$ cat src/rtl/pipeline_hazard_ctrl.sv
// Hazard/stall/flush/freeze controller for a 5-stage in-order pipeline without forwarding.
// The enables and flushes are combinational. The state, the performance counters and the watchdog are registered.

module hazard_src_match (
  input  logic            [4:0] rs_addr,
  input  logic                  rs_used,
  input  logic [2:0]      [4:0] rd_addr,
  input  logic [2:0]            reg_write,
  output logic                  match
);
  logic [2:0] hit;

  genvar s;
  generate
    for (s = 0; s < 3; s++) begin : g_stage
      assign hit[s] = reg_write[s] && (rd_addr[s] == rs_addr);
    end
  endgenerate

  // x0 is hardwired to zero, so a "write" to it never creates a dependency.
  assign match = rs_used && (rs_addr != 5'd0) && (|hit);
endmodule

module pipeline_hazard_ctrl #(
  parameter int CNT_W = 16
) (
  input  logic             clk,
  input  logic             rst,
  input  logic [4:0]       Rs1_addr_ID,
  input  logic [4:0]       Rs2_addr_ID,
  input  logic             Rs1_used_ID,
  input  logic             Rs2_used_ID,
  input  logic [4:0]       Rd_addr_EX,
  input  logic [4:0]       Rd_addr_Mem,
  input  logic [4:0]       Rd_addr_WB,
  input  logic             RegWrite_EX,
  input  logic             RegWrite_Mem,
  input  logic             RegWrite_WB,
  input  logic             PCSrc,
  input  logic             MIO_ready,
  output logic             en_IF,
  output logic             en_IFID,
  output logic             en_IDEX,
  output logic             en_EXMem,
  output logic             en_MemWB,
  output logic             flush_IFID,
  output logic             flush_IDEX,
  output logic             flush_EXMem,
  output logic [1:0]       state_out,
  output logic [CNT_W-1:0] stall_cnt,
  output logic [CNT_W-1:0] flush_cnt,
  output logic [CNT_W-1:0] freeze_cnt,
  output logic             hazard_err
);
  typedef enum logic [1:0] {
    RUN    = 2'b00,
    STALL  = 2'b01,
    FLUSH  = 2'b10,
    FREEZE = 2'b11
  } cls_t;

  localparam logic [CNT_W-1:0] CNT_MAX = '1;

  cls_t state, state_nxt;
  logic [1:0] src_match;
  logic       hazard;
  logic [1:0] consec;

  logic [2:0][4:0] rd_addr;
  logic [2:0]      reg_write;
  logic [1:0][4:0] rs_addr;
  logic [1:0]      rs_used;

  assign rd_addr   = {Rd_addr_WB, Rd_addr_Mem, Rd_addr_EX};
  assign reg_write = {RegWrite_WB, RegWrite_Mem, RegWrite_EX};
  assign rs_addr   = {Rs2_addr_ID, Rs1_addr_ID};
  assign rs_used   = {Rs2_used_ID, Rs1_used_ID};

  genvar r;
  generate
    for (r = 0; r < 2; r++) begin : g_src
      hazard_src_match u_match (
        .rs_addr   (rs_addr[r]),
        .rs_used   (rs_used[r]),
        .rd_addr   (rd_addr),
        .reg_write (reg_write),
        .match     (src_match[r])
      );
    end
  endgenerate

  assign hazard = |src_match;

  // The state register holds the class of the previous cycle.
  always_ff @(posedge clk) begin
    if (!rst) state <= RUN;
    else      state <= state_nxt;
  end

  always_comb begin
    state_nxt   = RUN;
    en_IF       = 1'b1;
    en_IFID     = 1'b1;
    en_IDEX     = 1'b1;
    en_EXMem    = 1'b1;
    en_MemWB    = 1'b1;
    flush_IFID  = 1'b0;
    flush_IDEX  = 1'b0;
    flush_EXMem = 1'b0;
    if (!MIO_ready)   state_nxt = FREEZE;
    else if (PCSrc)   state_nxt = FLUSH;
    else if (hazard)  state_nxt = STALL;
    // While the block is in reset, leave every pipeline register free to apply its own reset.
    if (rst) begin
      case (state_nxt)
        FREEZE: begin
          en_IF    = 1'b0;
          en_IFID  = 1'b0;
          en_IDEX  = 1'b0;
          en_EXMem = 1'b0;
          en_MemWB = 1'b0;
        end
        FLUSH: begin
          flush_IFID  = 1'b1;
          flush_IDEX  = 1'b1;
          flush_EXMem = 1'b1;
        end
        STALL: begin
          en_IF      = 1'b0;
          en_IFID    = 1'b0;
          flush_IDEX = 1'b1;
        end
        default: ;
      endcase
    end
  end

  assign state_out = state;

  always_ff @(posedge clk) begin
    if (!rst) begin
      stall_cnt  <= '0;
      flush_cnt  <= '0;
      freeze_cnt <= '0;
    end else begin
      if (state_nxt == STALL  && stall_cnt  != CNT_MAX) stall_cnt  <= stall_cnt  + 1'b1;
      if (state_nxt == FLUSH  && flush_cnt  != CNT_MAX) flush_cnt  <= flush_cnt  + 1'b1;
      if (state_nxt == FREEZE && freeze_cnt != CNT_MAX) freeze_cnt <= freeze_cnt + 1'b1;
    end
  end

  // A freeze pauses the stall run rather than ending it.
  always_ff @(posedge clk) begin
    if (!rst) begin
      consec     <= 2'd0;
      hazard_err <= 1'b0;
    end else begin
      case (state_nxt)
        STALL: begin
          if (consec != 2'd3) consec <= consec + 2'd1;
          else                hazard_err <= 1'b1;
        end
        RUN, FLUSH: consec <= 2'd0;
        default: ;
      endcase
    end
  end
endmodule

$ cat config.mk
export PLATFORM = sky130hd
export DESIGN_NAME = pipeline_hazard_ctrl
export DESIGN_NICKNAME = d
export VERILOG_FILES = /design/src/rtl/pipeline_hazard_ctrl.sv
export SDC_FILE = /design/constraint.sdc
export NUM_CORES = 1
export LEC_CHECK = 0
export ABC_AREA = 1
export BUFFER_PORTS_ARGS = -buffer_cell sky130_fd_sc_hd__buf_2
export CORE_MARGIN = 4
export CORE_UTILIZATION = 40
export DETAILED_ROUTE_END_ITERATION = 8
export GPL_TIMING_DRIVEN = 0
export MAX_ROUTING_LAYER = met4
export PLACE_DENSITY_LB_ADDON = 0.15
export SLEW_MARGIN = 20
export SYNTH_ARGS = -nofsm -noshare
export SYNTH_HDL_FRONTEND = slang
export SYNTH_SLANG_ARGS = --single-unit
$ cat constraint.sdc
create_clock -name clk -period 1.7 [get_ports clk]
set_input_delay 0.085 -clock clk [delete_from_list [all_inputs] [get_ports clk]]
set_output_delay 0.085 -clock clk [all_outputs]
set_load 0.005 [all_outputs]
Word level (Yosys, flattened, before mapping). Cells that the tools add are included.

Logic and storage cells: 63. Register bits after elaboration: 53. Output and inout port bits: 59. Bits of input ports: 34.

Mux-type cells: 13. Bitwise gates (word level): 1. Reduce and logical (&&, ||, !) cells: 25. $add $sub $neg: 4. Eq/ne operators: 14.

Operators by type and width (number): 16-bit by 1-bit adder with 16-bit output, second input constant (3); 16-bit inequality test, second input constant (3); 5-bit == test (6); 1-bit logical AND (13); 5-bit nonzero test (2); 1-bit two-way mux (9); 2-bit OR reduction (4); 2-bit two-way mux (3); 3-bit OR reduction (2); 2-bit == test, second input constant (2); 2-bit case mux with 2 select lines (1); 2-bit AND reduction (2); 2-bit by 1-bit adder with 2-bit output, second input constant (1); 2-bit by 1-bit == test with 1-bit output, second input constant (1); 2-bit zero test (1); 2-bit by 1-bit inequality test with 1-bit output, second input constant (1); 2-bit inequality test, second input constant (1); 2-bit nonzero test (1); 1-bit NOT (1).

Depth between registers and ports, before layout.
Depth after elaboration: 12. Depth in mapped cells: 21. Mapped depth without buffers: 21.

Modules after synthesis. Synthesis repeated with hierarchy kept, for this count alone.

Cells, all modules: 638. Area, all modules: 3649.8 um2.

By module, submodules not included: pipeline_hazard_ctrl (area each 2996.6 um2, times used 1, cells an instance 474, sequential area each 1061.0 um2); hazard_src_match (area each 326.6 um2, times used 2, cells an instance 82, sequential area each 0.0 um2).

Worst setup path after synthesis. No wires, ideal clock.

Path kind: input to register. Start point: input Rs1_addr_ID[2]. End point: register stall_cnt[11]. Path buffers: 1. Arrival time: 1.663 ns. Stages: 18. Required time: 1.587 ns. Path slack: -0.076 ns. Setup time: 0.113 ns. Path through: inv_1 nor2_1 a21oi_1 nand3_1 nand3_1 nand2_1 nand3_1 nand2_1 inv_1 ha_1 nand2_1 buf_4 nor2_1 nand4_1 nor2_1 nand2_1 nand2_1 nor2_1.

Word-level cells in the longest chain between the ends: 10. Elaborated cells between the ends (all ways): 16. Those cells by class: eq/ne (4); mux (3); reduce/logical (9).

Ends and longest elaborated chain: start, declared (line 29) `input logic [4:0] Rs1_addr_ID,`; 5-bit == test (line 16) `assign hit[s] = reg_write[s] && (rd_addr[s] == rs_addr);`; 1-bit logical AND (line 16); 3-bit OR reduction (line 21) `assign match = rs_used && (rs_addr != 5'd0) && (|hit);`; 1-bit logical AND (*) (line 21); 2-bit OR reduction (*) (line 92) `assign hazard = |src_match;`; 1-bit two-way mux (*) (line 112) `else if (hazard) state_nxt = STALL;`; 2-bit two-way mux (*) (line 111) `else if (PCSrc) state_nxt = FLUSH;`; 2-bit two-way mux (*) (line 110) `if (!MIO_ready) state_nxt = FREEZE;`; named net state_nxt[0] (line 64) `cls_t state, state_nxt;`; 2-bit by 1-bit == test with 1-bit output (*) (line 146) `if (state_nxt == STALL && stall_cnt != CNT_MAX) stall_cnt <= stall_cnt + 1'b1;`; 1-bit logical AND (*) (line 146); end signal, assigned (line 146); end, declared (line 50) `output logic [CNT_W-1:0] stall_cnt,`.

The timed path passes the listed nets; every way through them passes the cells marked *. A chain may end at the register's enable or synchronous reset.

Worst setup path in the final report.
Start point: register stall_cnt[1]. End point: register stall_cnt[6].

Word-level cells in the longest chain between the ends: 2. Elaborated cells between the ends (all ways): 3. Those cells by class: add/sub (1); eq/ne (1); reduce/logical (1).

Ends and longest elaborated chain: branches (longest 2 deep; another with 16-bit by 1-bit adder with 16-bit output).

Parallel ways; which one is timed is not known.

==> impl_metrics.toml <==
[synthesis]
synth_area_leaders = "dfxtp_1, nand2_1, inv_1"
syn_area_sq_mm = 0.00325
synth.distinct_cells = 33
synth_cells = 528
ys_seq_area_frac = 0.326
async_flop_share = 0
synth_compound_area_frac = 0.126
muxShareOfSynthArea = 0
synth-edff-count = 0
synth-adder-area-share = 0.0192
ys_dominant_reg_cell = "dfxtp_1"
yosys.area_share.simple = 0.394
yosys_warnings = 0
synth_most_common_cell = "nand2_1"
synth.avg_cell_area_sq_um = 6.16
synthXorXnorAreaFrac = 0.0108
yosysTopAreaCell = "dfxtp_1"
synth_top_family_by_area = "simple AND/OR/NAND/NOR gates"
synth-seq-cells = 53
syn_nets = 567
yosys-top-cells-count = "nand2_1, inv_1, nor2_1, dfxtp_1, a21oi_1"
netlist.area_leader.share = 0.326

[floorplanning]
row_count = 32
die_area_sq_mm = 0.00963
initial_core_util = 0.416
fp.dieW_microns = 98.1
fp.coreArea_sq_mm = 0.00781
pin_count = 93
die_h_microns = 98.1

[global_routing]
grt.overflow.total = 0
grt_pass1_vias = 3266
antenna_found_initial = 0
grt_first_pass_wirelength_mm = 14.4
track_usage = 0.181
grt_max_degree = 18

[run_status]
violations = "setup timing"
status = "finished with violations"

[clocking]
cts.clk_slew.worst_paths_ns = 0.11
root_buffer = "clkbuf_8"
cts_tree = "yes"
numCtsBuffers = 5
clockBufferDepth = 2
htreeDepth = 2
clock_latency_ns = 0.31
cts_sinks = 53

[critical_path]
worstPathArrival_ns = 1.96
worstSetupPathType = "register to register"
critPathRequiredTime_ns = 1.92
cp_max_fo = 5
crit_path_start_kind = "register"
cp-end-kind = "register"

[timing]
hold_viol = 0
relSlewSlack = 0.604
skew_ns = 0.0123
final-setup-viol-count = 1
min_period_over_period = 1.02
tightest_slew_ns = 0.594
fmax_ghz = 0.576
grt_setup_unrepaired = "yes"
slew_viol_final = 0
finalCriticalPeriod_ns = 1.74
fin_ws_ns = -0.0369

[finish]
nFillCells = 807
final_area_sq_mm = 0.00447
antenna-diode-count = 0
syn_to_final_growth_pct = 37.4
drive_gt1_frac = 0.355
nets = 688

[placement]
postPlaceCellArea_sq_mm = 0.00386
port_buffers = 92
post-place-ws_ns = -0.491
dp_hpwl_mm = 6.86
gp_congestion = 0.845

[detailed_routing]
drc = 0
viasPerCell = 4.86
drt_wl_total_mm = 9.16
drt_first_pass_iters = 4
first_iter_violations = 94
vias = 3652
drtAntennaViolNets = 0
wire_per_inst_microns = 12.2

[hold_path]
hp-class = "input pin to register"

[power]
power_leakage_uw = 0.00211
ir_drop_uv = 547
power.total_uw = 2560
p_per_area_mw_per_mm2 = 572

[job]
cap_viol_max_count = 0
## what timing repair did
item / in CTS / in global routing
resized for setup: 16 / 105
buffers inserted: 8 / 14
hold buffers: 0 / 0
endpoints found under the setup margin: 10 / 49
pin swaps: 10 / 49
## layer usage
layer | vias to the layer above | wire length, microns | global-route usage
li1 | 1920 | - | -
met1 | 1652 | 4160 | 0.227
met2 | 74 | 4490 | 0.307
met3 | 6 | 447 | 0.0379
met4 | 0 | 56 | 0.0294
met5 | - | 0 | -
## critical path: stages, from the launching register on
cell	delay, ns
dfxtp_4	0.39
ha_4	0.16
nand3_4	0.09
nor3_4	0.21
nand3_1	0.11
nand2_2	0.10
buf_6	0.13
buf_4	0.12
buf_6	0.09
o21ai_1	0.07
and3_1	0.17
## path summary, 6_finish.rpt
| kind | start | endpoint | slack (ns) | cells after the start |
|---|---|---|---|---|
| worst min-delay path | rst | stall_cnt[6] | 0.11 | 2 |
| worst min register to register | hazard_err | hazard_err | 0.45 | 2 |
| worst max-delay path | stall_cnt[1] | stall_cnt[6] | -0.04 | 10 |
| worst max register to register | stall_cnt[1] | stall_cnt[6] | -0.04 | 10 |
## flip-flops by register name, summed over array words and instances, names as in the netlist
signal / flops
state_out: 2
consec: 2
freeze_cnt: 16
stall_cnt: 16
flush_cnt: 16
hazard_err: 1
## cell type report
class,instances,area [sq um],share of cell area
clock inverters,3,43.8,0.00981
repair buffers,114,683,0.153
clock buffers,5,68.8,0.0154
plain buffers,10,67.6,0.0151
flip-flops and latches,53,1090,0.243
well taps,102,128,0.0286
multi-input cells,375,2040,0.457
inverters,90,348,0.0779
## stage by stage
step	TNS, ns	util	hold WS, ns	std cells
2_1_floorplan	-0.00333	-	0.221	528
3_3_place_gp	-4.34	0.494	0.390	722
3_5_place_dp	-4.59	0.494	0.411	722
4_1_cts	0	0.521	0.107	738
5_1_grt	-0.989	0.572	0.112	752
6_report	-0.0369	0.572	0.110	752
## placed cells by master, fill, tap and decap left out, drive strengths merged
master,Yosys,routed
o211a,2,2
and3,4,4
buf,6,120
nor3b,2,2
inv,90,91
o21ai,33,33
ha,5,5
xnor2,1,1
a21oi,36,36
nor2,68,68
or2,2,2
nor3,19,19
dfxtp,53,53
clkinv,0,1
o21a,2,2
clkbuf,4,9
nor4,5,5
xor2,3,3
nand3,30,30
o21bai,3,3
bufinv,0,1
a31oi,1,1
nand2,148,148
nand3b,1,1
nand4,10,10
## report_power, final
group          total (uW)  switching (uW)  internal, uW
clock network         881             439           442
logic                 404             232           172
registers            1270            14.5          1260
total                2560             685          1870
## cell families (layout without fill, tap and decap cells)
logic type / Yosys count / after routing
AOI/OAI and AO/OA: 77 / 77
DFF: 53 / 53
adders and majority gates: 5 / 5
xor gates and xnor gates: 4 / 4
and+or+nand+nor: 289 / 289
buffers and inverters: 100 / 222
Note: power is estimated with default switching activity, not from simulation.
